**config.mk**
```make
export PLATFORM = sky130hd
export DESIGN_NAME = dds_quadrature_qwave
export DESIGN_NICKNAME = d
export VERILOG_FILES = /design/src/rtl/dds_quadrature_qwave.sv
export SDC_FILE = /design/constraint.sdc
export NUM_CORES = 1
export LEC_CHECK = 0
export BUFFER_PORTS_ARGS = -buffer_cell sky130_fd_sc_hd__buf_4
export CAP_MARGIN = 20
export CORE_UTILIZATION = 45
export CTS_CLUSTER_DIAMETER = 100
export CTS_CLUSTER_SIZE = 30
export DETAILED_ROUTE_END_ITERATION = 12
export PLACE_DENSITY = 0.68
export SYNTH_ARGS = -nofsm -noshare
export SYNTH_HDL_FRONTEND = slang
export SYNTH_SLANG_ARGS = --single-unit
```
**constraint.sdc**
```tcl
create_clock -name CLK -period 4.8 [get_ports CLK]
set_input_delay 0.48 -clock CLK [delete_from_list [all_inputs] [get_ports CLK]]
set_output_delay 0.48 -clock CLK [all_outputs]
set_load 0.02 [all_outputs]
```
**src/rtl/dds_quadrature_qwave.sv**
```systemverilog
// Quadrature DDS core. A phase accumulator plus a per-cycle offset is folded
// into quarter-wave table addresses for sine and cosine. Sign and zero flags
// ride a delay line matched to the external ROM latency, then stage C turns
// magnitudes into signed samples.
module dds_quadrature_qwave #(
   parameter int PHASE_WIDTH   = 16,
   parameter int ADDRESS_WIDTH = 8,
   parameter int VALUE_WIDTH   = 8,
   parameter int INITIAL_STEP  = 1,
   parameter int TABLE_DELAY   = 1,
   parameter int SET_MODE      = 0
) (
   input  logic                            CLK,
   input  logic                            RESET,
   input  logic                            SET,
   input  logic [PHASE_WIDTH-1:0]          step_in,
   input  logic [PHASE_WIDTH-1:0]          offset_in,
   input  logic                            ENABLE,
   output logic [ADDRESS_WIDTH-3:0]        sin_address,
   input  logic [VALUE_WIDTH-2:0]          sin_table_value,
   output logic [ADDRESS_WIDTH-3:0]        cos_address,
   input  logic [VALUE_WIDTH-2:0]          cos_table_value,
   output logic signed [VALUE_WIDTH-1:0]   sin_value,
   output logic signed [VALUE_WIDTH-1:0]   cos_value,
   output logic                            valid,
   output logic                            zero_address
);

   localparam int  QW           = ADDRESS_WIDTH - 2;
   localparam int  FILL_W       = 2 + TABLE_DELAY;
   localparam bit  CLEAR_ON_SET = (SET_MODE == 0);

   logic [PHASE_WIDTH-1:0]   acc;
   logic [PHASE_WIDTH-1:0]   step;
   logic [PHASE_WIDTH-1:0]   phase;
   logic [ADDRESS_WIDTH-1:0] addr;
   logic [1:0]               quad;
   logic [1:0]               quad_cos;
   logic [QW-1:0]            idx;
   logic                     unused_phase_lsbs;

   logic                     sin_neg_b;
   logic                     cos_neg_b;
   logic                     zero_b;
   logic [TABLE_DELAY-1:0]   sin_neg_d;
   logic [TABLE_DELAY-1:0]   cos_neg_d;
   logic [TABLE_DELAY-1:0]   zero_d;
   logic [FILL_W-1:0]        fill;
   logic [VALUE_WIDTH-1:0]   sin_mag;
   logic [VALUE_WIDTH-1:0]   cos_mag;

   // Offset phase and quadrant split; cosine is sine one quadrant ahead.
   always_comb begin
      phase    = acc + offset_in;
      addr     = phase[PHASE_WIDTH-1 -: ADDRESS_WIDTH];
      quad     = addr[ADDRESS_WIDTH-1 -: 2];
      quad_cos = quad + 2'd1;
      idx      = addr[QW-1:0];
      sin_mag  = {1'b0, sin_table_value};
      cos_mag  = {1'b0, cos_table_value};
   end

   assign unused_phase_lsbs = ^phase[PHASE_WIDTH-ADDRESS_WIDTH-1:0];

   // Stage A: step register and phase accumulator.
   always_ff @(posedge CLK or negedge RESET) begin
      if (!RESET) begin
         acc  <= '0;
         step <= PHASE_WIDTH'(INITIAL_STEP);
      end else begin
         if (SET) step <= step_in;
         if (SET && CLEAR_ON_SET) acc <= '0;
         else if (ENABLE)         acc <= acc + step;
      end
   end

   // Stage B: mirrored quarter-table addresses and their sign/zero flags.
   always_ff @(posedge CLK or negedge RESET) begin
      if (!RESET) begin
         sin_address <= '0;
         cos_address <= '0;
         sin_neg_b   <= 1'b0;
         cos_neg_b   <= 1'b0;
         zero_b      <= 1'b0;
      end else begin
         sin_address <= quad[0] ? ~idx : idx;
         cos_address <= quad_cos[0] ? ~idx : idx;
         sin_neg_b   <= quad[1];
         cos_neg_b   <= quad_cos[1];
         zero_b      <= (addr == '0);
      end
   end

   // Flag delay line so each flag meets the ROM data it belongs to.
   always_ff @(posedge CLK or negedge RESET) begin
      if (!RESET) begin
         sin_neg_d <= '0;
         cos_neg_d <= '0;
         zero_d    <= '0;
      end else begin
         sin_neg_d[0] <= sin_neg_b;
         cos_neg_d[0] <= cos_neg_b;
         zero_d[0]    <= zero_b;
         for (int k = 1; k < TABLE_DELAY; k++) begin
            sin_neg_d[k] <= sin_neg_d[k-1];
            cos_neg_d[k] <= cos_neg_d[k-1];
            zero_d[k]    <= zero_d[k-1];
         end
      end
   end

   // Stage C: apply sign to the ROM magnitude.
   always_ff @(posedge CLK or negedge RESET) begin
      if (!RESET) begin
         sin_value    <= '0;
         cos_value    <= '0;
         zero_address <= 1'b0;
      end else begin
         sin_value    <= sin_neg_d[TABLE_DELAY-1] ? -sin_mag : sin_mag;
         cos_value    <= cos_neg_d[TABLE_DELAY-1] ? -cos_mag : cos_mag;
         zero_address <= zero_d[TABLE_DELAY-1];
      end
   end

   // Fill tracker: valid once a fresh accumulator value has reached stage C.
   always_ff @(posedge CLK or negedge RESET) begin
      if (!RESET)                    fill <= '0;
      else if (SET && CLEAR_ON_SET)  fill <= '0;
      else                           fill <= {fill[FILL_W-2:0], 1'b1};
   end

   assign valid = fill[FILL_W-1];

endmodule

```
==> key figures <==
Place
  – Dpl ws: 1.87 ns
  – Routability Congestion: ~0.8
  – # port buffers: 79
  – HPWL after DPL: 5.40 mm

Synthesis
  – Top cells by area, synth: dfrtp_1, ha_1, xnor2_1
  – Synth Area per Inst: 11.2 um2
  – Netlist Area Pre-Place: 3760 um2
  – Prevailing post-synth register cell: dfrtp_1
  – Asr flop ratio synth: 1.00
  – Syn nets: 420
  – EDFF count, synth: 0
  – Ys Warns: 0
  – Post-Syn Instances: 337
  – Cell accounting for the most synthesized area: dfrtp_1
  – Sequential area share after synthesis: 0.466
  – Post-synth cell types: 47
  – Yosys reg bits: 70
  – Synth top area share: 0.459

Layout
  – Final core utilization: 0.594
  – Number of diodes: 0
  – # fillers: 661
  – Fin nets: 504
  – Share of layout cells above drive strength 1: 0.289
  – Area Growth Syn to Fin: 24.7%

Floorplan
  – Die area: 8720 um2
  – Initial core utilization: 0.477
  – Io pins: 80
  – Die width: around 93 um
  – FP Rows: 32
  – Height of the chip: 93.4 um
  – Core footprint: about 7900 um2

Worst setup path
  – Crit path depth: 13
  – WP data required: 5.04 ns
  – Type of origin of the critical path: register
  – Critical path arrival: 2.98 ns
  – Crit-path cells: ha_1 > a2111oi_2 > nand2_1 > o22ai_2 > o22ai_2 > nand4_1 > nand2_2 > xor2_2 > buf_4 > inv_1 > ha_1 > nand2_1 > nor4_1
  – Kind of end point of the critical path: register
  – CP top delay family: compound AO/OA/AOI/OAI gates
  – Crit Path Max Fanout: 13
  – CP max stage delay: 0.42 ns
  – Max stage delay cell, worst path: dfrtp_1
  – Crit Path Category: register to register
  – Worst path buffer plus inverter count: 2
  – R2R depth: 13

Clocking
  – CTS hold repair buffers: 0
  – CTS tree: done
  – Clock latency on the worst-skew pair: 0.34 ns
  – Setup bufs post-CTS: 0
  – CTS H-tree lvls: 3
  – CTS root buffer: clkbuf_8
  – Clock Tree Buf Depth: 2
  – Resized cells post-CTS: 0
  – Num CTS Buffers: 9
  – Sinks on Clock Net: 70
  – Reg clk slew, reported paths: 0.08 ns

Timing
  – Slew headroom: 0.439
  – Final setup viols: 0
  – Final min period: ~2.7 ns
  – RSZ-0062 raised after global routing: false
  – Post-route setup TNS: 0 ns
  – Fin. Hold Viols: 0
  – Slew @ Worst Pin: 0.842 ns
  – Fmax: roughly 370 MHz
  – Max-slew violations: 0
  – Worst Skew: 0.00889 ns
  – Setup slack after layout: 2.06 ns
  – Final cycle utilization of the critical path: 0.571

Route
  – Routed wire length: 7.03 mm
  – Initial drt markers: 68
  – Avg Vias per Cell: 5.16
  – Vias post-DR: 2722
  – # DRC: 0
  – DRT antenna net count: 0
  – WL per Instance: 13.3 um
  – Drt pass-1 iters: 4

Power and ir drop
  – Psw: 0.813 mW
  – Peak supply drop: 200 uV
  – Leakage: 2.29 nW
  – Internal: 1.53 mW
  – Power per cell area: between 400 and 500 nW/um2
  – Sequential share of power: 0.357
  – Power share of the clock group: 0.232
  – Comb power frac: 0.411
  – Switching Fraction: 0.347

GRT
  – Initial antenna violation count: 0
  – First-pass GRT wire length: 11.9 mm
  – Global-route usage over all layers: 0.174
  – Remaining global-route overflow: 0
  – Largest net degree at the start of global routing: 71
  – Vias in the first global route: 2661

Worst hold path
  – Hold WC Path Type: input port to async pin

Job
  – Max cap viols: 0

Outcome
  – Status: complete, no violations
## metal layers
metal / share of wire / track usage
met3: 0.057 / 0.0325
met2: 0.46 / 0.295
met1: 0.46 / 0.222
met5: 0 / 0
met4: 0.015 / 0.0615
## layout make-up
class	count	area, um2	share of cell area
clock buffers	11	151	0.0323
clock inverters	5	81.3	0.0174
inverters	13	48.8	0.0104
multi-input cells	247	1920	0.411
flip-flops and latches	70	1750	0.374
well taps	102	128	0.0272
repair buffers	80	601	0.128
## state kept, by name, indices dropped and copies added, names as in the netlist
name and flops:
sin_neg_d 1, sin_neg_b 1, fill 3, cos_value 8, step 16, acc 16
zero_b 1, cos_neg_d 1, sin_value 8, zero_address 1, sin_address 6, cos_neg_b 1
zero_d 1, cos_address 6
## synth_stat cells (5+ instances only)
library cell  count
dfrtp_1          69
ha_1             32
xnor2_1          30
nor2_1           24
nand2_1          18
a21oi_1          16
mux2_2           16
inv_1            13
o21ai_0          13
xor2_1           12
a21o_1            8
mux2i_1           7
a211oi_1          6
clkbuf_1          6
nand2b_1          5
nand3_1           5
## kinds of logic (layout without fill, tap and decap cells)
kind of cell    count (synthesis)  in the layout  synth area share
compound gates                 72             72             0.132
simple gates                   75             75            0.0948
mux                            23             23            0.0666
buf+inv                        20            109            0.0220
xor+xnor                       44             44             0.106
flops                          70             70             0.466
fa+ha+maj                      33             33             0.112
## final timing paths
path                               startpoint              to  slack [ns]
max                                    acc[5]          zero_b        2.06
min                                     RESET    cos_value[5]        0.25
max reg2reg                            acc[5]          zero_b        2.06
min reg2reg                            zero_d    zero_address        0.35
max in group asynchronous               RESET  cos_address[3]        4.01
min in group CLK           cos_table_value[0]    cos_value[0]        0.26
## worst register-to-register path: stages (launching register included)
cell and delay (ns):
dfrtp_1 0.42, ha_1 0.36, a2111oi_2 0.37, nand2_1 0.10
o22ai_2 0.27, o22ai_2 0.17, nand4_1 0.13, nand2_2 0.08
xor2_2 0.14, buf_4 0.20, inv_1 0.07, ha_1 0.13
nand2_1 0.04, nor4_1 0.15
## stage by stage
step | area, um2 | power [mW] | hold WS, ns | std cells
6_report | 4690 | 2.34 | 0.246 | 528
3_3_place_gp | 4450 | 1.80 | 0.336 | 512
4_1_cts | 4690 | 2.37 | 0.251 | 528
5_1_grt | 4690 | 2.50 | 0.246 | 528
3_5_place_dp | 4450 | 1.82 | 0.338 | 512
2_1_floorplan | 3760 | 1.50 | 0.184 | 337
## layout by cell type, fill, tap and decap left out, types with 2 or more instances in the layout
master,n
a22o_1,2
clkbuf_8,11
nor2b_1,3
o31ai_1,3
or3_1,4
a211oi_1,6
nand2b_1,5
mux2_2,16
o31a_1,2
nand3_1,5
o21a_1,2
buf_4,80
o22ai_2,2
a21o_1,8
o211ai_1,2
and3_1,4
a221oi_1,2
nand4_1,2
o21bai_1,2
nor4_1,3
nor3_1,3
o22ai_1,2
nand2_1,18
inv_1,13
nor2_1,24
ha_1,32
o21ai_0,13
xnor2_1,30
dfrtp_1,69
a311oi_1,2
bufinv_16,2
a21oi_1,16
mux2i_1,7
xor2_1,12
a31oi_1,3
## power groups by stage
stage | combinational, mW | sequential [mW] | clock [mW]
after floorplan | 0.529 | 0.973 | 0
after global placement | 0.950 | 0.848 | 0
after detailed placement | 0.968 | 0.852 | 0
after CTS | 0.972 | 0.840 | 0.555
after global routing | 1.06 | 0.857 | 0.584
final | 0.963 | 0.838 | 0.543
Note: power is estimated with default switching activity, not from simulation.
